==> config.mk <==
export PLATFORM = sky130hd
export DESIGN_NAME = if_stage
export DESIGN_NICKNAME = d
export VERILOG_FILES = /design/src/rtl/if_stage_pkg.sv /design/src/rtl/if_id_reg.sv /design/src/rtl/if_stage.sv
export SDC_FILE = /design/constraint.sdc
export NUM_CORES = 1
export LEC_CHECK = 0
export CORE_AREA = 3 3 156 158
export CTS_CLUSTER_DIAMETER = 50
export CTS_CLUSTER_SIZE = 8
export DETAILED_ROUTE_END_ITERATION = 10
export DIE_AREA = 0 0 159 161
export GPL_TIMING_DRIVEN = 0
export PLACE_DENSITY = 0.71
export SYNTH_ARGS = -nofsm -noshare
export SYNTH_HDL_FRONTEND = slang
export SYNTH_HIERARCHICAL = 1
export SYNTH_SLANG_ARGS = --single-unit
==> constraint.sdc <==
create_clock -name clk -period 2.23 [get_ports clk]
set_clock_uncertainty 0.05 [all_clocks]
set_input_delay 0.223 -clock clk [delete_from_list [all_inputs] [get_ports clk]]
set_output_delay 0.223 -clock clk [all_outputs]
set_load 0.005 [all_outputs]
==> src/rtl/if_stage_pkg.sv <==
// if_stage_pkg: fetch-stage FSM encodings and reset PC shared by the IF stage
package if_stage_pkg;
    typedef enum logic [1:0] {IF_FETCH = 2'd0, IF_HOLD = 2'd1, IF_DRAIN = 2'd2} if_state_e;
    localparam logic [31:0] RESET_PC_DEF = 32'h0000_3000;
endpackage

==> src/rtl/if_id_reg.sv <==
// if_id_reg: IF/ID pipeline register; flush clears valid and wins over load
module if_id_reg (
    input  logic        clk,
    input  logic        rstn,
    input  logic        load,
    input  logic        flush,
    input  logic [31:0] pc,
    input  logic [31:0] instr,
    output logic [31:0] ID_PC,
    output logic [31:0] ID_instr,
    output logic        ID_valid
);
    always_ff @(posedge clk or negedge rstn)
        if (!rstn) begin
            ID_PC    <= '0;
            ID_instr <= '0;
            ID_valid <= 1'b0;
        end else if (flush) begin
            ID_valid <= 1'b0;
        end else if (load) begin
            ID_PC    <= pc;
            ID_instr <= instr;
            ID_valid <= 1'b1;
        end
endmodule

==> src/rtl/if_stage.sv <==
// if_stage: instruction fetch with PC register, one-entry stall buffer and redirect drain
module if_stage
    import if_stage_pkg::*;
#(
    parameter logic [31:0] RESET_PC = RESET_PC_DEF
) (
    input  logic        clk,
    input  logic        rstn,
    input  logic [31:0] NPC,
    input  logic        redirect,
    input  logic        stall,
    output logic        imem_req,
    output logic [31:0] imem_addr,
    input  logic [31:0] imem_rdata,
    input  logic        imem_ready,
    output logic [31:0] IF_PC,
    output logic [31:0] ID_PC,
    output logic [31:0] ID_instr,
    output logic        ID_valid
);
    if_state_e   state;
    logic [31:0] pc_q, hold_pc, hold_instr, drain_addr, id_pc_d, id_instr_d;
    logic        fetch, load, flush;
    always_comb begin
        fetch      = state == IF_FETCH;
        load       = !redirect && !stall && ((fetch && imem_ready) || state == IF_HOLD);
        flush      = redirect || (fetch && !imem_ready && !stall);
        id_pc_d    = fetch ? pc_q : hold_pc;
        id_instr_d = fetch ? imem_rdata : hold_instr;
    end
    // request is gated by rstn so nothing is issued while reset is held
    assign imem_req  = rstn && state != IF_HOLD;
    assign imem_addr = state == IF_DRAIN ? drain_addr : pc_q;
    assign IF_PC     = pc_q;
    always_ff @(posedge clk or negedge rstn)
        if (!rstn) begin
            state      <= IF_FETCH;
            pc_q       <= RESET_PC;
            hold_pc    <= '0;
            hold_instr <= '0;
            drain_addr <= '0;
        end else begin
            case (state)
                IF_FETCH:
                    if (redirect) begin
                        pc_q <= NPC;
                        if (!imem_ready) begin
                            drain_addr <= pc_q;
                            state      <= IF_DRAIN;
                        end
                    end else if (imem_ready) begin
                        if (stall) begin
                            hold_pc    <= pc_q;
                            hold_instr <= imem_rdata;
                            state      <= IF_HOLD;
                        end else
                            pc_q <= NPC;
                    end
                IF_HOLD:
                    if (redirect || !stall) begin
                        pc_q  <= NPC;
                        state <= IF_FETCH;
                    end
                IF_DRAIN: begin
                    if (redirect)
                        pc_q <= NPC;
                    if (imem_ready)
                        state <= IF_FETCH;
                end
                default: state <= IF_FETCH;
            endcase
        end
    if_id_reg u_if_id (
        .clk     (clk),
        .rstn    (rstn),
        .load    (load),
        .flush   (flush),
        .pc      (id_pc_d),
        .instr   (id_instr_d),
        .ID_PC   (ID_PC),
        .ID_instr(ID_instr),
        .ID_valid(ID_valid)
    );
endmodule
; ---- After elaboration in Yosys (flattened, before gate mapping)
; Index checks and enable logic that the tools add are counted.
; Widths: inputs -> output; s select.
[classes]
eq_ne = 10
n_mux = 18
n_bitwise = 3
reduce_logical = 20
[ops]
columns = cell, n
row1 = $mux 32, 8
row2 = $pmux 32 s3, 1
row3 = $mux 2, 6
row4 = $ne 3x3->1 const B, 4
row5 = $reduce_and 5->1, 2
row6 = $logic_and 1x1->1, 6
row7 = $pmux 2 s3, 1
row8 = $ne 2x1->1 const B, 2
row9 = $ne 2x2->1 const B, 2
row10 = $reduce_and 4->1, 1
row11 = $logic_not 1->1, 3
row12 = $logic_or 1x1->1, 3
row13 = $not 1->1, 3
row14 = $reduce_and 3->1, 1
row15 = $reduce_bool 3->1, 1
row16 = $eq 2x1->1 const B, 1
row17 = $eq 2x2->1 const B, 1
row18 = $logic_not 2->1, 1
row19 = $mux 1, 2
row20 = $reduce_and 2->1, 1
row21 = $reduce_bool 2->1, 1
[totals]
regBits = 195
in_bits = 69
output_inout_bits = 130
wordCells = 59

; ---- Longest topological paths before layout
[depth]
word_depth = 6
ltp_mapped = 7
mapped_depth_nobuf = 4

; ---- Cells and area by module
; The synthesis kept the hierarchy.
[by_module_without_submodules]
columns = mod, instances, cells_each, area_per_inst_um2, seq_area_each_um2
row1 = if_stage, 1, 393, 6441.2, 3255.6
row2 = if_id_reg, 1, 139, 2733.9, 1626.6

; ---- Worst setup path before layout
; Ideal clock, no wire load.
[synth_timing]
path_kind = reg-to-reg
from = register state[1]
to = register u_if_id.ID_PC[0]
setup_time_ns = 0.125
t_arrival_ns = 1.767
required_ns = 2.055
path_slack_ns = 0.288
path_stages_with_launch = 7
path_buffers = 3
period_less_slack_ns = 1.942
path_cell_list = dfrtp_1 -> buf_6 -> o41ai_1 -> nor2b_4 -> buf_12 -> buf_12 -> mux2_4
[synth_between]
elab_chain_len = 6
elab_cells_between_ends = 11
classes_between = 1 x eq/ne / 1 x mux / 1 x bitwise / 8 x reduce/logical
[synth_rtl]
columns = item, line
row1 = "start, declared", if_stage.sv:21  ; if_state_e state;
row2 = "start signal, assigned", if_stage.sv:37  ; state <= IF_FETCH;
row3 = "start signal, assigned", if_stage.sv:49  ; state <= IF_DRAIN;
row4 = "start signal, assigned", if_stage.sv:55  ; state <= IF_HOLD;
row5 = $logic_not 2->1, if_stage.sv:25  ; fetch = state == IF_FETCH;
row6 = $logic_and 1x1->1 (2 in a row), if_stage.sv:27  ; flush = redirect || (fetch && !imem_ready && !stall);
row7 = $logic_or 1x1->1, if_stage.sv:27
row8 = named net flush, if_stage.sv:23  ; logic fetch, load, flush;
row9 = $not 1->1 (no line), --
row10 = $reduce_and 2->1 (no line), --
row11 = "end signal, assigned", if_id_reg.sv:21  ; ID_PC <= pc;
row12 = "end, declared", if_id_reg.sv:9  ; output logic [31:0] ID_PC,
; The timed path passes the listed nets, and every way through them passes these cells.
; A chain may end at the register's enable or synchronous reset.

; ---- Worst setup path in the final report
[layout_timing]
from = register state[1]
to = output imem_addr[1]
[layout_between]
elab_chain_len = 2
[layout_rtl]
columns = item, line
row1 = $eq 2x2->1, if_stage.sv:33  ; assign imem_addr = state == IF_DRAIN ? drain_addr : pc_q;
row2 = $mux 32, if_stage.sv:33
row3 = "end, declared", if_stage.sv:13  ; output logic [31:0] imem_addr,
; No other way between the ends.

==> summary.md <==
| Metric | Value |
|---|---|
| Lkg Pwr | `0.00542 µW` |
| Comb pwr share | `0.309` |
| Port Buffers | `198` |
| Die footprint | `25,600 µm²` |
| Vias post-DR | `5,256` |
| Synth Flop Type | `dfrtp_1` |
| Rows | `56` |
| Initial DRT Pass Iterations | `4` |
| Max clock buf depth | `2` |
| # diodes | `0` |
| CP startpoint | `state[1]` |
| Share of cells above drive strength 1 | `0.524` |
| Crit share post-route | `0.992` |
| Antenna violations before repair | `0` |
| Root buf cell | `clkbuf_16` |
| Fillers | `1,877` |
| DR WL met2 | `10,200 µm` |
| R2r endpoint | `u_if_id/ID_instr[4]` |
| Synth top area share | `0.526` |
| Core Util, Final | `0.536` |
| Syn Area/Cell | `17.2 µm²` |
| Area delta synth->final | `35.9%` |
| Max-capacitance violation count | `0` |
| Final hold viol count | `95` |
| Stages on worst setup path | `9` |
| I/O pin count | `199` |
| Vias per cell | `4.79` |
| First-pass GRT wire length | `34,500 µm` |
| Finish-stage setup viols | `0` |
| Count leader, synth | `dfrtp_1` |
| Met3 wire len | `1070 µm` |
| Peak VDD IR | `0.512 mV` |
| Setup TNS | `0 ns` |
| Failing checks | `negative hold slack` |
| Worst Setup Slack post-DPL | `-0.219 ns` |
| CTS tree | `built` |
| Initial core utilization | `0.394` |
| DRC | `0` |
| Reg-to-reg slack, setup | `0.11 ns` |
| WP buf/inv | `7` |
| EDFF count, synth | `0` |
| R2R cell count | `7` |
| Switching pwr | `3090 µW` |
| Type of the most critical hold path | `input port to async pin` |
| Crit. End Element | `primary output` |
| Die Wd | `159 µm` |
| Wire per inst | `19.4 µm` |
| Synth Instances | `532` |
| Crit path launch type | `register` |
| Top cells by count, synth | `dfrtp_1, mux2_2, mux2_4, buf_12, buf_2` |
| Fin. max-slew vios | `0` |
| DRT met1 WL | `9750 µm` |
| HPWL after DPL | `14,000 µm` |
| Vias in the first global route | `5,975` |
| ANT nets after route | `0` |
| RSZ-0062 raised after global routing | `true` |
| Critical Path, Cell by Cell | `buf_6, inv_4, nor2_4, buf_6, buf_6, buf_8, buf_4, mux2_4, buf_6` |
| Final nets | `835` |
| Critical Path RT | `1.96 ns` |
| Cts bufs inserted | `17` |
| WL final | `21,300 µm` |
| CP max stage cell | `dfrtp_1` |
| Die H | `161 µm` |
| Power share of the sequential group | `0.424` |
| Worst-Margin Slew | `0.577 ns` |
| Cell variety after synth | `23` |
| Outcome | `finished, violations left` |
| Tot Pwr | `12,300 µW` |
| Net Count, Synth | `601` |
| Largest net degree at the start of global routing | `98` |
| Clock latency on the worst-skew pair | `0.42 ns` |
| Setup ws final | `0.0172 ns` |
| Area leader, netlist | `dfrtp_1` |
| GPL Wtd Cong | `0.774` |
| Core ar. | `23,300 µm²` |
| WHS | `-0.347 ns` |
| Mapped cell area | `9180 µm²` |
| Clock slew at reported path FFs | `0.07 ns` |
| Switching part of the total | `0.251` |
| PwrDens | `988 nW/µm²` |
| Yosys warns | `6` |
| Asr flop ratio synth | `1.00` |
| GRT Overall Usage | `0.170` |
| Initial DRC Count | `177` |
| Sequential fraction of the synthesis area | `0.532` |
| Crit-path max cell delay | `0.38 ns` |
| Top cells by area, synth | `dfrtp_1, mux2_4, mux2_2` |
| Number of synthesized register bits | `195` |
| Highest metal used | `met4` |
| CP Class | `register to primary output` |
| Min Tclk post-route | `2.21 ns` |
| Most frequent CP cell | `buf_6` |
| Int Pwr | `9240 µW` |
| Clock share of power | `0.267` |
| Critical path fanouts, max | `5` |
| Fmax | `452 MHz` |
| Worst EP arrival | `1.94 ns` |
| CTS Sinks | `195` |
| Grt total ovfl | `0` |
| Worst rel slew slack | `0.612` |
| CTS H-tree lvls | `4` |
| Worst r2r src | `state[1]` |
| Delay-heaviest family, CP | `buffers and inverters` |
-- what timing repair did --
item | CTS | global route
setup buffers | 13 | 1
pin swaps | 1 | 1
hold endpoints to repair | 95 | 95
cloned | 4 | 0
setup endpoints to repair | 33 | 87
gates resized for setup | 124 | 38
-- cells in the final DEF (no fill, tap or decap), types with 3 or more instances in the layout --
master           count
clkdlybuf4s50_1    165
buf_6               22
dfrtp_1            193
buf_4               10
clkbuf_16           17
mux2_2             145
buf_2                9
bufbuf_16            3
mux2_4             142
clkbuf_2            14
clkbuf_1             3
buf_12              16
bufinv_16            4
inv_6                3
-- stage by stage --
step                      cell area [µm²]  std cells
after CTS                           12500       1099
after floorplan                      9180        532
after detailed placement            11600       1050
final                               12500       1098
after global placement              11600       1049
after global routing                12500       1098
-- metal layers --
| layer | vias up | GRT usage |
|---|---|---|
| met4 | 0 | 0.0462 |
| met5 | - | 0 |
| met2 | 140 | 0.276 |
| li1 | 2380 | - |
| met1 | 2720 | 0.229 |
| met3 | 16 | 0.0433 |
-- power groups by stage --
stage	clock network, µW	logic [µW]	registers [µW]
after floorplan	0	1940	5140
after global placement	0	3700	5240
after detailed placement	0	3770	5270
after CTS	3380	3850	5240
after global routing	3530	4050	5380
final	3290	3800	5230
-- state kept, by name (all words and copies together) (netlist names) --
register	cells
IF_PC	32
drain_addr	32
hold_instr	32
hold_pc	32
u_if_id/ID_PC	32
u_if_id/ID_instr	32
state	2
u_if_id/ID_valid	1
-- cell families after synthesis --
family | share of synthesized area
AO/OA/AOI/OAI | 0.00600
buffers and inverters | 0.0457
flip-flops | 0.532
multiplexers | 0.407
AND/OR/NAND/NOR | 0.00955
-- worst max path at each step --
stage | to | slack, ns
finish | imem_addr[1] | 0.02
global route | imem_addr[1] | -0.07
CTS | imem_addr[9] | -0.11
detailed placement | imem_req | -0.22
global placement | drain_addr[22] | -7.01
floorplan | u_if_id/ID_PC[0] | 0.29
-- worst reg2reg max path, cell delays in order (launching register included) --
cell and delay, ns:
dfrtp_1 0.38, buf_6 0.13, buf_4 0.17, nor2_2 0.13
clkbuf_4 0.26, clkbuf_4 0.28, mux2_2 0.36, mux2_4 0.26
-- layout make-up --
class / instances / area, µm² / share of cell area
Timing Repair Buffer: 216 / 2170 / 0.174
Buffer: 31 / 453 / 0.0363
Multi-Input combinational cell: 303 / 3930 / 0.315
Clock inverter: 11 / 173 / 0.0138
Sequential cell: 195 / 4880 / 0.391
Inverter: 2 / 10.0 / 0.000802
Tap cell: 319 / 399 / 0.0320
Clock buffer: 21 / 450 / 0.0361
No activity file was read; power rests on OpenSTA's default activity.
